<file path="src/rtl/vqueue_cmd_parser.sv">
// rtl/vqueue_cmd_parser.sv - vqueue command parser: header/payload words to framed output beats
// Pops show-ahead queue words, one pop per two cycles, and emits opcode-tagged payload beats.

module vqueue_cmd_parser #(
  parameter int len_width    = 8,
  parameter int opcode_width = 8,
  parameter int count_width  = 16
) (
  input  logic                    clk,
  input  logic                    reset,
  input  logic [31:0]             q_data,
  input  logic                    q_empty,
  output logic                    q_rd_en,
  output logic                    out_valid,
  input  logic                    out_ready,
  output logic [opcode_width-1:0] out_opcode,
  output logic [31:0]             out_data,
  output logic                    out_first,
  output logic                    out_last,
  output logic                    out_nodata,
  output logic                    busy,
  output logic [count_width-1:0]  cmd_count
);

  typedef enum logic {HDR, PAY} state_t;

  state_t                  state;
  logic [opcode_width-1:0] opcode_r;
  logic [len_width-1:0]    remaining;
  logic                    first_pend;
  logic                    settle;

  logic                    slot_free;
  logic                    pop_ok;
  logic                    hdr_zero;
  logic [opcode_width-1:0] hdr_op;
  logic [len_width-1:0]    hdr_len;

  assign hdr_op    = q_data[31 -: opcode_width];
  assign hdr_len   = q_data[len_width-1:0];
  assign hdr_zero  = (hdr_len == '0);
  assign slot_free = !out_valid || out_ready;
  // The queue outputs are stale for one cycle after each pop, hence the settle gate.
  assign pop_ok    = !reset && !q_empty && !settle;
  assign busy      = (state == PAY);

  always_comb begin
    q_rd_en = 1'b0;
    case (state)
      HDR:     q_rd_en = pop_ok && (!hdr_zero || slot_free);
      PAY:     q_rd_en = pop_ok && slot_free;
      default: q_rd_en = 1'b0;
    endcase
  end

  always_ff @(posedge clk) begin
    if (reset) begin
      state      <= HDR;
      opcode_r   <= '0;
      remaining  <= '0;
      first_pend <= 1'b0;
      settle     <= 1'b0;
      out_valid  <= 1'b0;
      out_opcode <= '0;
      out_data   <= '0;
      out_first  <= 1'b0;
      out_last   <= 1'b0;
      out_nodata <= 1'b0;
      cmd_count  <= '0;
    end else begin
      settle <= q_rd_en;

      if (out_valid && out_ready) begin
        out_valid <= 1'b0;
        if (out_last) cmd_count <= cmd_count + count_width'(1);
      end

      // A load in the same cycle as an acceptance overrides the clear above.
      if (q_rd_en) begin
        case (state)
          HDR: begin
            if (hdr_zero) begin
              out_valid  <= 1'b1;
              out_opcode <= hdr_op;
              out_data   <= '0;
              out_first  <= 1'b1;
              out_last   <= 1'b1;
              out_nodata <= 1'b1;
            end else begin
              opcode_r   <= hdr_op;
              remaining  <= hdr_len;
              first_pend <= 1'b1;
              state      <= PAY;
            end
          end
          PAY: begin
            out_valid  <= 1'b1;
            out_opcode <= opcode_r;
            out_data   <= q_data;
            out_first  <= first_pend;
            out_last   <= (remaining == len_width'(1));
            out_nodata <= 1'b0;
            first_pend <= 1'b0;
            remaining  <= remaining - len_width'(1);
            if (remaining == len_width'(1)) state <= HDR;
          end
          default: state <= HDR;
        endcase
      end
    end
  end

endmodule
</file>
<file path="config.mk">
export PLATFORM = sky130hd
export DESIGN_NAME = vqueue_cmd_parser
export DESIGN_NICKNAME = d
export VERILOG_FILES = /design/src/rtl/vqueue_cmd_parser.sv
export SDC_FILE = /design/constraint.sdc
export NUM_CORES = 1
export LEC_CHECK = 0
export CAP_MARGIN = 20
export CORE_ASPECT_RATIO = 1.1
export CORE_MARGIN = 3
export CORE_UTILIZATION = 49
export CTS_BUF_LIST = sky130_fd_sc_hd__clkbuf_4
export DETAILED_ROUTE_END_ITERATION = 7
export GPL_TIMING_DRIVEN = 0
export PLACE_DENSITY = 0.86
export SLEW_MARGIN = 15
export SYNTH_ARGS = -nofsm -noshare
export SYNTH_HDL_FRONTEND = slang
export SYNTH_SLANG_ARGS = --single-unit
export TNS_END_PERCENT = 1
</file>
<file path="constraint.sdc">
create_clock -name clk -period 2.4 [get_ports clk]
set_input_delay 0.48 -clock clk [delete_from_list [all_inputs] [get_ports clk]]
set_output_delay 0.48 -clock clk [all_outputs]
set_load 0.02 [all_outputs]
</file>
# Word level (Yosys, flattened, before mapping)
# Index checks and enable logic that the tools add are counted.
# Widths: inputs -> output; s select.
[op_classes]
n_reduce_logical = 17
eq_ne = 3
n_mux = 20
bitwise_logic = 2
n_addsub = 2
[op_table]
columns = ["cell", "count"]
rows = [
  ["$pmux 32 s2", 1],
  ["$mux 32", 1],
  ["$pmux 8 s2", 2],
  ["$add 16x1->16 const B", 1],
  ["$mux 8", 2],
  ["$pmux 1 s2", 7],
  ["$eq 8x1->1 const B", 1],
  ["$logic_not 8->1", 1],
  ["$sub 8x1->8 const B", 1],
  ["$mux 1", 7],
  ["$reduce_and 2->1", 3],
  ["$logic_and 1x1->1", 5],
  ["$logic_not 1->1", 5],
  ["$ne 2x2->1 const B", 2],
  ["$reduce_and 3->1", 1],
  ["$logic_or 1x1->1", 2],
  ["$not 1->1", 2],
]
[word_totals]
register_bits = 79
out_inout_bits = 62
in_bits = 36
word_cells = 56

# Longest topological paths before layout
[logic_depth]
depth_word = 6
mapped_depth = 7
mapped_depth_nobuf = 6

# Worst setup path before layout
# No wires, ideal clock.
[synth_timing]
path_type = "input to output"
from = "input q_data[3]"
to = "output q_rd_en"
n_path_buf = 1
cell_stages = 4
slack_ns = 0.262
arrival_ns = 1.658
required_time_ns = 1.920
cell_sequence = "or4_1 -> o21ai_2 -> buf_2 -> a21oi_1"
[synth_via]
elab_chain_len = 5
[synth_rtl]
columns = ["element", "line", "text"]
rows = [
  ["start, declared", "11", "input logic [31:0] q_data,"],
  ["$logic_not 8->1", "41", "assign hdr_zero = (hdr_len == '0);"],
  ["$logic_not 1->1", "50", "HDR: q_rd_en = pop_ok && (!hdr_zero || slot_free);"],
  ["$logic_or 1x1->1", "50", ""],
  ["$logic_and 1x1->1", "50", ""],
  ["$pmux 1 s2", "49", "case (state)"],
  ["end, declared", "13", "output logic q_rd_en,"],
]
# No other way between the ends.

# Worst setup path after layout
[layout_timing]
from = "input q_data[4]"
to = "output q_rd_en"
# Same word-level chain as after synthesis.

==> impl_metrics.toml <==
[clocking]
cts_tree = "built"
clk_pin_slew_ns = 0.12
clkLatencyLatePin_ns = 0.43
numCtsBuffers = 9
cts_hold_buffers = 0
cts_root_buf = "clkbuf_4"
max-clock-path-buffers = 2
cts_sinks = 79
h-tree-depth = 3

[floorplanning]
core_sq_um = 6671
initial_core_util_pct = 50.94
dieHeight_um = 93.34
rows = 31
num_io_pins = 98
fp.dieW_um = 85.40
dieArea_sq_um = 7971

[finish]
n_antenna_cell = 0
area_delta_synth_final_pct = 37.63
final_cell_mix = "clkdlybuf4s50_1, dfxtp_1, a21oi_1"
nets = 552
postLayoutCoreUtil_pct = 70.10
nFillCells = 528
final_layout_size_suffix_gt1_share_pct = 9.266
final_common_cell = "clkdlybuf4s50_1"

[sta]
slew_headroom_pct = 53.98
hold_violations = 0
rsz0062_at_grt = "yes"
slew_viol_final = 0
fin_hold_ws_ns = 0.3533
fin_crit_sh_pct = 99.27
finalSetupViolCount = 0
setup_tns_ns = 0
fin_skew_ns = 0.01221
fmaxAchievable_mhz = 419.7
min_period_ns = 2.383
worstMarginPinSlew_ns = 0.6904

[global_routing]
grt_use_met1_pct = 31.21
grt_pass1_vias = 3243
grt_use_met2_pct = 39.44
antenna_found_initial = 0
grt_pass1_wl_um = 15700
grtUsageMet3_pct = 5.815
grt_busiest_layer = "met2"
grt_usage_pct = 24.33
grt_max_degree = 14
grt_overflow = 0

[placement]
dpl.hpwl_um = 6845
portBuffers = 96
gp_congestion = 0.9005

[yosys]
syn_area_sq_um = 3398
synth_nets = 437
synth_ff_type = "dfxtp_1"
avgSynthCellArea_sq_um = 8.538
synthCells = 398
synth_warnings = 0
synth_edf_count = 0
synth-async-reset-ratio_pct = 0
yosysSeqAreaShare_pct = 46.54
synth_seq_cells = 79
ys_types = 44

[worst_setup_path]
critPathRequiredTime_ns = 1.92
crit_type = "primary input to primary output"
worstPathArrival_ns = 1.90
cp-end-kind = "primary output"
rr_worst_depth = 6
worst_setup_path_start_kind = "primary input"
cp_max_fo = 4

[power_and_ir_drop]
ir_worst_vdd_mv = 0.4855
power_mw = 2.533
powerDensity_nw_per_um2 = 541.6
p_leak_nw = 1.550

[drt]
drtAntennaViolNets = 0
dr_total_vias = 3461
first_pass_iters = 5
drc = 0
vias_per_cell = 5.768
drt_wl_total_um = 9769
drtIter0Drc = 356
wl_per_cell_um = 16.28

[worst_hold_path]
hp-class = "primary input to register"
min_path_cells = 3

[outcome]
status = "completed"

[flow_run]
max_cap_violations = 0
-- cell type report --
type	count	area [sq um]	area share (%)
Buffer	26	130.1	2.782
Clock buffer	10	75.07	1.605
Clock inverter	6	61.31	1.311
Inverter	8	33.78	0.7223
Multi-Input combinational cell	284	1677	35.85
Sequential cell	79	1582	33.81
Tap cell	82	102.6	2.194
Timing Repair Buffer	105	1016	21.72
-- cell usage after synthesis (all sizes together), types with 3 or more instances --
cell    number  share of area (%)
dfxtp       79                 47
nand2b       3               0.55
a211oi      14                3.2
o21ai       43                6.4
inv          8               0.88
nor2b        4               0.74
nor4         7                1.3
nor3        14                2.7
or4          3               0.66
or3          6                1.3
buf         10                1.9
nand3        9                1.3
xnor2        9                2.3
a21oi       59                8.8
mux2i       18                5.3
nand4        6                1.1
nor2        32                3.5
ha           3                1.1
clkbuf      17                1.9
nand2       36                4.0
-- worst paths after layout --
| kind | start | endpoint | slack, ns |
|---|---|---|---|
| min reg2reg | out_data[21] | out_data[21] | 0.48 |
| max | q_data[4] | q_rd_en | 0.02 |
| min | reset | first_pend | 0.35 |
| max reg2reg | remaining[0] | remaining[4] | 0.46 |
-- where the power goes --
part	total (mW)	switching, mW	leakage (nW)	internal (mW)
Clock	0.795	0.471	0.0661	0.323
Combinational	0.364	0.202	0.844	0.162
Sequential	1.37	0.0281	0.640	1.35
Total	2.53	0.702	1.55	1.83
-- sequential cells by signal, summed over array words and instances, names as in the netlist --
signal / cells
out_data: 32
cmd_count: 16
opcode_r: 8
out_opcode: 8
remaining: 8
busy: 1
first_pend: 1
out_first: 1
out_last: 1
out_nodata: 1
out_valid: 1
settle: 1
-- through the flow --
step                setup slack [ns]  instance area (sq um)  std cells
global route                -0.01379                   4677        600
CTS                          0.01486                   4641        596
global placement             -0.8570                   4462        576
detailed placement           -0.8752                   4462        576
finish                       0.01741                   4677        600
floorplan                     0.2622                   3398        398
-- logic make-up after synthesis --
group / Yosys count / synth area share (%)
DFF: 79 / 46.54
and+or+nand+nor: 123 / 17.86
muxes: 20 / 5.965
buffers and inverters: 35 / 4.639
xor gates and xnor gates: 11 / 2.835
adders and majority gates: 3 / 1.105
AOI/OAI and AO/OA: 127 / 21.06
-- critical path, stage by stage --
cell,delay (ns)
dlygate4sd2_1,0.27
or4_4,0.58
o21ai_4,0.20
buf_6,0.13
a21oi_1,0.06
buf_4,0.18
-- per-layer routing --
metal / routed length [um] / part of all wire [%]
met5: 0 / 0
met4: 156 / 1.6
met3: 721 / 7.4
met2: 4887 / 50
met1: 4005 / 41
-- what timing repair did --
action,4_1_cts,5_1_grt
gates resized for setup,18,2
buffers inserted,5,4
cloned,0,0
pin swaps,3,0
endpoints found under the setup margin,1,8
No activity file was read; power rests on OpenSTA's default activity.
